`src/rtl/tsi_pkg.sv`:
```
// Shared definitions for the TSI frame aligner and the switch bench.
// Holds the frame geometry, the default alignment word, the default
// confirm/loss hysteresis depths and the aligner FSM state encoding.
package tsi_pkg;

  localparam int SLOTS = 32;
  localparam int BITS = 8;
  localparam int POS_W = $clog2(SLOTS * BITS);

  localparam logic [7:0] FAS_DEFAULT = 8'h1B;
  localparam int CONFIRM_DEFAULT = 3;
  localparam int LOSS_DEFAULT = 3;

  typedef enum logic [1:0] {
    HUNT    = 2'd0,
    PRESYNC = 2'd1,
    SYNC    = 2'd2
  } tsi_state_e;

endpackage

```
`src/rtl/tsi_fas_detect.sv`:
```
// Alignment word detector: a BITS-wide shift register that takes the serial
// stream LSB first, plus a comparator against the alignment word.
// Ports:
//   clk      - clock
//   reset    - asynchronous active-low reset (clears the shift register)
//   shift_en - a new bit is present on bit_in this cycle
//   bit_in   - serial input bit
//   match    - the window including the current bit equals FAS
module tsi_fas_detect
  import tsi_pkg::*;
#(
  parameter logic [BITS-1:0] FAS = FAS_DEFAULT
) (
  input  logic clk,
  input  logic reset,
  input  logic shift_en,
  input  logic bit_in,
  output logic match
);

  logic [BITS-1:0] sr;
  logic [BITS-1:0] sr_next;

  // The newest bit lands in the MSB so that after a full slot the byte
  // reads naturally with its first-received bit as bit 0.
  assign sr_next = {bit_in, sr[BITS-1:1]};

  // Compare the post-shift window so the decision includes this cycle's bit.
  assign match = shift_en && (sr_next == FAS);

  always_ff @(posedge clk or negedge reset) begin
    if (!reset) begin
      sr <= '0;
    end else if (shift_en) begin
      sr <= sr_next;
    end
  end

endmodule

```
`src/rtl/tsi_frame_aligner.sv`:
```
// Frame aligner for one serial input stream of the TSI switch.
// Hunts for the alignment word in slot 0, confirms it over several frames,
// then tracks slot/bit position and qualifies the stream toward the switch.
// Ports:
//   clk         - clock
//   reset       - asynchronous active-low reset
//   bit_valid   - stream_in carries a bit this cycle
//   stream_in   - serial bit, LSB of each slot first
//   data_out    - stream_in delayed one cycle
//   data_valid  - data_out is an aligned bit (SYNC only)
//   frame_start - pulse with slot 0 bit 0 on data_out
//   slot_cnt    - slot index of data_out
//   bit_cnt     - bit index of data_out
//   in_sync     - state is SYNC
//   fas_err     - one-cycle pulse per alignment word mismatch in PRESYNC/SYNC
module tsi_frame_aligner #(
  parameter int         SLOTS   = tsi_pkg::SLOTS,
  parameter int         BITS    = tsi_pkg::BITS,
  parameter logic [7:0] FAS     = tsi_pkg::FAS_DEFAULT,
  parameter int         CONFIRM = tsi_pkg::CONFIRM_DEFAULT,
  parameter int         LOSS    = tsi_pkg::LOSS_DEFAULT
) (
  input  logic                     clk,
  input  logic                     reset,
  input  logic                     bit_valid,
  input  logic                     stream_in,
  output logic                     data_out,
  output logic                     data_valid,
  output logic                     frame_start,
  output logic [$clog2(SLOTS)-1:0] slot_cnt,
  output logic [$clog2(BITS)-1:0]  bit_cnt,
  output logic                     in_sync,
  output logic                     fas_err
);

  import tsi_pkg::*;

  localparam int BIT_W = $clog2(BITS);
  localparam int POS_BITS = $clog2(SLOTS * BITS);
  localparam int CNT_W = 4;

  localparam logic [POS_BITS-1:0] FAS_LAST_POS = POS_BITS'(BITS - 1);
  localparam logic [POS_BITS-1:0] AFTER_FAS_POS = POS_BITS'(BITS);
  localparam logic [CNT_W-1:0] CONFIRM_C = CNT_W'(CONFIRM);
  localparam logic [CNT_W-1:0] LOSS_C = CNT_W'(LOSS);

  tsi_state_e          state;
  logic [POS_BITS-1:0] pos;
  logic [CNT_W-1:0]    good_cnt;
  logic [CNT_W-1:0]    bad_cnt;
  logic                match;

  tsi_fas_detect #(
    .FAS(FAS)
  ) u_fas_detect (
    .clk     (clk),
    .reset   (reset),
    .shift_en(bit_valid),
    .bit_in  (stream_in),
    .match   (match)
  );

  // Single FSM block: it owns the position counter, the hysteresis counters
  // and every registered output. The output qualifiers use the state as it
  // was before this bit's transition, so the confirming bit is not yet
  // valid while the bit that completes a loss still is. In HUNT the position
  // is parked at 0 because it means nothing until an alignment word is seen.
  always_ff @(posedge clk or negedge reset) begin
    if (!reset) begin
      state       <= HUNT;
      pos         <= '0;
      good_cnt    <= '0;
      bad_cnt     <= '0;
      data_out    <= 1'b0;
      data_valid  <= 1'b0;
      frame_start <= 1'b0;
      slot_cnt    <= '0;
      bit_cnt     <= '0;
      in_sync     <= 1'b0;
      fas_err     <= 1'b0;
    end else begin
      data_out    <= stream_in;
      data_valid  <= 1'b0;
      frame_start <= 1'b0;
      fas_err     <= 1'b0;
      if (bit_valid) begin
        slot_cnt    <= pos[POS_BITS-1:BIT_W];
        bit_cnt     <= pos[BIT_W-1:0];
        data_valid  <= (state == SYNC);
        frame_start <= (state == SYNC) && (pos == '0);
        pos         <= pos + 1'b1;
        unique case (state)
          HUNT: begin
            if (match) begin
              pos      <= AFTER_FAS_POS;
              good_cnt <= CNT_W'(1);
              bad_cnt  <= '0;
              if (CONFIRM <= 1) begin
                state   <= SYNC;
                in_sync <= 1'b1;
              end else begin
                state <= PRESYNC;
              end
            end else begin
              pos <= '0;
            end
          end
          PRESYNC: begin
            if (pos == FAS_LAST_POS) begin
              if (match) begin
                good_cnt <= good_cnt + 1'b1;
                if (good_cnt + 1'b1 == CONFIRM_C) begin
                  state   <= SYNC;
                  in_sync <= 1'b1;
                  bad_cnt <= '0;
                end
              end else begin
                fas_err  <= 1'b1;
                state    <= HUNT;
                good_cnt <= '0;
                pos      <= '0;
              end
            end
          end
          SYNC: begin
            if (pos == FAS_LAST_POS) begin
              if (match) begin
                bad_cnt <= '0;
              end else begin
                fas_err <= 1'b1;
                bad_cnt <= bad_cnt + 1'b1;
                // Losing sync overrides everything else on this bit.
                if (bad_cnt + 1'b1 == LOSS_C) begin
                  state    <= HUNT;
                  in_sync  <= 1'b0;
                  bad_cnt  <= '0;
                  good_cnt <= '0;
                  pos      <= '0;
                end
              end
            end
          end
          default: begin
            state   <= HUNT;
            in_sync <= 1'b0;
            pos     <= '0;
          end
        endcase
      end
    end
  end

endmodule

```
`config.mk`:
```
export PLATFORM = sky130hd
export DESIGN_NAME = tsi_frame_aligner
export DESIGN_NICKNAME = d
export VERILOG_FILES = /design/src/rtl/tsi_pkg.sv /design/src/rtl/tsi_fas_detect.sv /design/src/rtl/tsi_frame_aligner.sv
export SDC_FILE = /design/constraint.sdc
export NUM_CORES = 1
export LEC_CHECK = 0
export ABC_CLOCK_PERIOD_IN_PS = 2250
export CELL_PAD_IN_SITES_DETAIL_PLACEMENT = 1
export CELL_PAD_IN_SITES_GLOBAL_PLACEMENT = 1
export CORE_ASPECT_RATIO = 0.8
export CORE_MARGIN = 2
export CORE_UTILIZATION = 41
export CTS_CLUSTER_DIAMETER = 80
export DETAILED_ROUTE_END_ITERATION = 6
export PLACE_DENSITY_LB_ADDON = 0.1
export SLEW_MARGIN = 20
export SYNTH_ARGS = -nofsm -noshare
export SYNTH_HDL_FRONTEND = slang
export SYNTH_HIERARCHICAL = 1
export SYNTH_SLANG_ARGS = --single-unit
```
`constraint.sdc`:
```
create_clock -name clk -period 2.25 [get_ports clk]
set_input_delay 0.3375 -clock clk [delete_from_list [all_inputs] [get_ports clk]]
set_output_delay 0.3375 -clock clk [all_outputs]
set_load 0.02 [all_outputs]
```
* Word-level counts from Yosys, hierarchy flattened
Index checks and enable logic that the tools add are counted.
** Cells by class
- $lt $le $gt $ge :: 0
- Div/mod/pow operators :: 0
- Reduce and logical (&&, ||, !) cells :: 10
- $mul :: 0
- Equality and inequality tests :: 14
- Add/sub/neg operators :: 3
- Mux-type cells :: 43
- Shift-type cells :: 0
- Bitwise gates (word level) :: 1
** Operators by type and width (number)
- 4-bit two-way mux :: 14
- 8-bit two-way mux :: 5
- 4-bit one-hot mux with 3 select lines :: 2
- 8-bit one-hot mux with 3 select lines :: 1
- 7-bit AND reduction :: 3
- 2-bit two-way mux :: 7
- 1-bit two-way mux :: 12
- 2-bit inequality test, second input constant :: 5
- 4-bit by 1-bit adder with 4-bit output, second input constant :: 2
- 8-bit by 1-bit adder with 8-bit output, second input constant :: 1
- 4-bit by 2-bit equality test with 1-bit output, second input constant :: 2
- 8-bit by 3-bit equality test with 1-bit output, second input constant :: 1
- 8-bit by 5-bit equality test with 1-bit output, second input constant :: 1
- 8-bit zero test :: 1
- 8-bit AND reduction :: 1
- 2-bit one-hot mux with 3 select lines :: 1
- 2-bit by 1-bit inequality test with 1-bit output, second input constant :: 2
- 3-bit inequality test, second input constant :: 1
- 1-bit one-hot mux with 3 select lines :: 1
- 3-bit nonzero test :: 1
- 2-bit by 1-bit equality test with 1-bit output, second input constant :: 1
- 2-bit equality test, second input constant :: 1
- 1-bit logical AND :: 2
- 2-bit zero test :: 1
- other kinds (2) :: 2
** Word-level totals
- Memory bits (writable) :: 0
- Output and inout bits :: 13
- Input port bits :: 4
- Flip-flop bits (word level) :: 39
- Memories :: 0
- Bits in latches :: 0
- Logic and storage cells :: 83
- Memory bits (read-only) :: 0

* Longest topological paths before layout
Gate-level depths: netlist (run 1).
- Depth in word-level cells :: 6
- Gate-level depth with buffers :: 9
- Gate-level depth less buffers :: 7

* By module
Netlist (run 1), hierarchy kept.
** Modules (own cells, without submodules)
- tsi_frame_aligner :: times used 1, cells each 170, seq. area each 775.7 um^2, area an instance 1779.2 um^2
- tsi_fas_detect :: times used 1, cells each 18, seq. area each 175.2 um^2, area an instance 304.0 um^2

* Worst setup path before layout (run 1)
OpenSTA, ideal clock, no wires.
- Kind :: input to register
- From :: input port bit_valid
- To :: register in_sync
- Stages :: 9
- Path slack :: 0.055 ns
- Required time :: 2.125 ns
- Buffers on the path :: 2
- Library setup time :: 0.125 ns
- Arrival time :: 2.071 ns
- Cells stage by stage :: buf_6 -> nand4bb_2 -> nor4b_2 -> buf_6 -> nor4_1 -> a41o_1 -> a21oi_2 -> nor4b_2 -> mux2_2
** Between the ends
- Word-level cells in the longest chain between the ends :: 3
- Elaborated cells on any way between the ends :: 4
- Those cells by class :: eq/ne (2); reduce/logical (2)
** RTL lines
- from (decl) :: line tsi_frame_aligner.sv:25 : input logic bit_valid,
- 1-bit logical AND * :: line tsi_fas_detect.sv:29 : assign match = shift_en && (sr_next == FAS);
- net match :: line tsi_frame_aligner.sv:51 : logic match;
- 2-bit inequality test (no line)
- 8-bit AND reduction (no line) *
- to (signal assigned) :: line tsi_frame_aligner.sv:79 : in_sync <= 1'b0;
- to (signal assigned) :: line tsi_frame_aligner.sv:100 : in_sync <= 1'b1;
- to (signal assigned) :: line tsi_frame_aligner.sv:114 : in_sync <= 1'b1;
- to (decl) :: line tsi_frame_aligner.sv:32 : output logic in_sync,
Mark *: on every way through the listed nets, which the timed path passes. The rest lies on a longest branch.
A chain may end at the register's enable or synchronous reset.

* Final worst setup path (run 1)
- From :: register u_fas_detect.sr[6]
- To :: register bad_cnt[2]
** Between the ends
- Word-level cells in the longest chain between the ends :: 5
- Elaborated cells on any way between the ends :: 8
- Those cells by class :: eq/ne (3); mux (3); reduce/logical (2)
** RTL lines
- from (decl) :: line tsi_fas_detect.sv:21 : logic [BITS-1:0] sr;
- from (signal assigned) :: line tsi_fas_detect.sv:35 : sr <= sr_next;
- 8-bit by 5-bit equality test with 1-bit output * :: line tsi_fas_detect.sv:29
- 1-bit logical AND * :: line tsi_fas_detect.sv:29
- net match :: line tsi_frame_aligner.sv:51
- 4-bit two-way mux :: line tsi_frame_aligner.sv:127 : if (match) begin
- 4-bit two-way mux :: line tsi_frame_aligner.sv:126 : if (pos == FAS_LAST_POS) begin
- 4-bit one-hot mux with 3 select lines :: line tsi_frame_aligner.sv:92 : unique case (state)
- to (signal assigned) :: line tsi_frame_aligner.sv:131 : bad_cnt <= bad_cnt + 1'b1;
- to (decl) :: line tsi_frame_aligner.sv:50 : logic [CNT_W-1:0] bad_cnt;
Mark *: on every way through the listed nets, which the timed path passes. The rest lies on a longest branch. The select of a mux whose other input is x is not followed.

==> results.md, run 1 <==
* Critical Path Max Stage Delay at 400 ps
* Delay-heaviest family, CP: simple AND/OR/NAND/NOR gates
* Crit Path Max Fanout at 3
* DRT Pass-1 Iters at 4
* Worst reg2reg path depth at 7
* Count of input and output buffers at 16
* Worst hold margin at 155 ps
* Top cell type's share of synthesized area at 0.456
* Worst-Skew Late Latency at 280 ps
* Tightest Pin Transition at 845 ps
* Layout Cells excl Fill at 286
* Layout area overhead at 24.7%
* N_diodes at 0
* Comb power frac at 0.381
* # clock sinks at 38
* Cell Area, Placed at 0.00240 sq mm
* Seq/Total Area, Yosys at 0.456
* # rows at 23
* Layout cells sized above 1 at 0.290
* Pleak at 1.12 nW
* Max Cap Viol at 0
* Die X at 83.7 um
* # DRC at 0
* Post-Syn Area at 0.00208 sq mm
* GP Congestion at 0.790
* Die area at 0.00567 sq mm
* Max Slew Vio Count at 0
* Clk pwr share at 0.193
* Buf/Inv on CP at 0
* Ports at 17
* H-tree Lvls at 2
* CP dominant cell by count: nand3b_1
* Hold buffers post-CTS at 0
* Initial antenna violation count at 0
* Clock Tree Buf Depth at 2
* Largest net degree at the start of global routing at 39
* Yosys top cell by area: dfrtp_1
* Inserted Clock Buffers at 5
* Vias in the first global route at 1691
* Fin. Hold Viols at 0
* WS Path Type: register to register
* WP depth at 7
* Clock-pin slew on the worst setup and hold paths at 80 ps
* Hpwl dp at 3.67 mm
* VDD IR max at 0.462 mV
* First-pass GRT wire length at 8.14 mm
* Synth async-reset ratio at 1.00
* Core area at 0.00495 sq mm
* Final worst-path cycle share at 0.965
* CP Capture Type: register
* Setup slack after layout at 79.1 ps
* Layout Nets at 238
* Area contributors post-synth: dfrtp_1, mux2_2, ha_1
* Startpoint types: register
* Final instance area at 0.00260 sq mm
* Mapped Cells at 188
* Die Ht at 67.8 um
* Iter 0 DRT Violations at 64
* Crit path max-delay cell type: or3_4
* GRT overflow at 0
* Sequential Power Share at 0.426
* Slew margin rel. at 0.437
* Worst Path Required at 2430 ps
* Routed length per placed instance at 17.4 um
* Ys flop type: dfrtp_1
* Crit-path cells: nand3b_1, nor4b_4, or2b_4, nand3b_1, o21bai_4, or3_4, o31ai_1
* FMAX at 0.461 GHz
* Synth cell types at 53
* Post-synth EDFFs at 0
* Via count at 1614
* Share of the core filled with cells at 0.525
* Synth Register Bits at 38
* Switch share at 0.354
* Status: finished clean
* Hold WC Path Type: primary input to asynchronous set/reset pin
* Syn avg cell area at 11.1 sq um
* Post-route ant nets at 0
* Clock Tree Root: clkbuf_8
* Setup_tns at 0 ps
* Drt total wl at 4.97 mm
* RSZ-0062 raised after global routing: yes
* Vias per std cell at 5.64
* TritonCTS clock tree: done
* Mapped Nets at 202
* Cells after DPL at 277
* GR Util All Layers at 0.181
* Int Power at 1.49 mW
* Tot Pwr at 2.30 mW
* Pre-CTS setup slack at -407 ps
* Critical path arrival at 2350 ps
* Fin crit period at 2170 ps
* Synthesis Warnings at 6
* Cell Pwr Density at 885 mW/mm^2
* NetSw at 0.815 mW
* Initial Utilization at 0.421
* Setup violations, final at 0
* Clock Skew at 7.68 ps
-- cell usage after synthesis (all sizes together) (2+ instances only) --
master  instances
nor2b           2
a21oi           5
o21ai           6
mux2           16
o311ai          2
nor3            7
or3             4
nand2           9
or2b            3
buf             3
nand2b          4
nor2            5
a41o            2
a21boi          2
ha             10
and3b           2
nand3           8
and3            2
o21bai          2
inv            11
nor4b           2
o22ai           2
o31ai           8
clkbuf          2
a31oi           4
nand3b          5
o41ai           2
nor4            2
dfrtp          38
-- power groups by stage --
stage / sequential, mW / clock [mW] / combinational [mW]
after global routing: 1.01 / 0.484 / 0.957
final: 0.980 / 0.444 / 0.875
after detailed placement: 0.990 / 0 / 0.811
after global placement: 0.975 / 0 / 0.774
after CTS: 0.979 / 0.461 / 0.826
after floorplan: 1.04 / 0 / 0.401
-- timing repair --
action,CTS,global route
pin swaps,1,2
hold endpoints to repair,0,0
gates resized for setup,3,17
endpoints found under the setup margin,8,10
buffers inserted,0,2
-- kinds of logic after synthesis --
family,synth area share
XOR/XNOR,0.00841
AO/OA/AOI/OAI,0.142
buffers and inverters,0.0360
multiplexers,0.0913
adder cells (fa/ha/maj),0.0601
AND/OR/NAND/NOR,0.205
flip-flops,0.456
-- cells in the final DEF (no fill, tap or decap), drive strengths merged, types with 6 or more instances in the layout --
cell           netlist  routed
buf                  3      19
clkdlybuf4s50        0      13
dfrtp               38      38
ha                  10      10
inv                 11      11
mux2                16      16
nand2                9       9
nand3                8       8
nor3                 7       7
o21ai                6       6
o31ai                8       8
-- layout make-up --
type                       count  area [sq um]
timing repair buffer          34           295
fill                         542          2350
tap                           62          77.6
clock buffer                   5          68.8
clock inverter                 2          10.0
multi-input combinational    134          1150
sequential                    38           953
inverter                      11          41.3
-- worst paths after layout --
check / to / slack (ps) / from
max: bad_cnt[2]$_DFFE_PN0P_ / 80 / u_fas_detect/sr[6]$_DFFE_PN0P_
min in group clk: data_out$_DFF_PN0_ / 300 / stream_in
max in group asynchronous: bad_cnt[1]$_DFFE_PN0P_ / 1520 / reset
min: bad_cnt[3]$_DFFE_PN0P_ / 160 / reset
max reg2reg: bad_cnt[2]$_DFFE_PN0P_ / 80 / u_fas_detect/sr[6]$_DFFE_PN0P_
min reg2reg: slot_cnt[4]$_DFFE_PN0P_ / 510 / slot_cnt[4]$_DFFE_PN0P_
-- per-layer routing --
| layer | GRT usage | wire (um) | vias to the layer above |
|---|---|---|---|
| li1 | - | - | 773 |
| met1 | 0.234 | 2350 | 819 |
| met2 | 0.324 | 2450 | 20 |
| met3 | 0.0342 | 151 | 2 |
| met4 | 0.0363 | 17 | 0 |
| met5 | 0 | 0 | - |
-- registers in the layout, summed over array words and instances, names as in the netlist, 2 cells and up --
| signal | cells |
|---|---|
| bad_cnt | 4 |
| bit_cnt | 3 |
| good_cnt | 4 |
| pos | 8 |
| slot_cnt | 5 |
| state | 2 |
| u_fas_detect/sr | 7 |
-- worst register-to-register path, stage by stage (launching register included) --
cell and delay (ps):
dfrtp_1 390, nand3b_1 200, nor4b_4 340, or2b_4 180
nand3b_1 110, o21bai_4 210, or3_4 400, o31ai_1 240
Note: power is estimated with default switching activity, not from simulation.
==> run 2: changes to the inputs <==
--- a/config.mk
+++ b/config.mk
@@ -6,6 +6,7 @@
 export NUM_CORES = 1
 export LEC_CHECK = 0
 export ABC_CLOCK_PERIOD_IN_PS = 2250
+export CAP_MARGIN = 20
 export CELL_PAD_IN_SITES_DETAIL_PLACEMENT = 1
 export CELL_PAD_IN_SITES_GLOBAL_PLACEMENT = 1
 export CORE_ASPECT_RATIO = 0.8
@@ -14,7 +15,7 @@
 export CTS_CLUSTER_DIAMETER = 80
 export DETAILED_ROUTE_END_ITERATION = 6
 export PLACE_DENSITY_LB_ADDON = 0.1
-export SLEW_MARGIN = 20
+export SLEW_MARGIN = 5
 export SYNTH_ARGS = -nofsm -noshare
 export SYNTH_HDL_FRONTEND = slang
 export SYNTH_HIERARCHICAL = 1
==> results of run 2 <==
No change in the layout: final DEF, timing and power equal those of run 1.
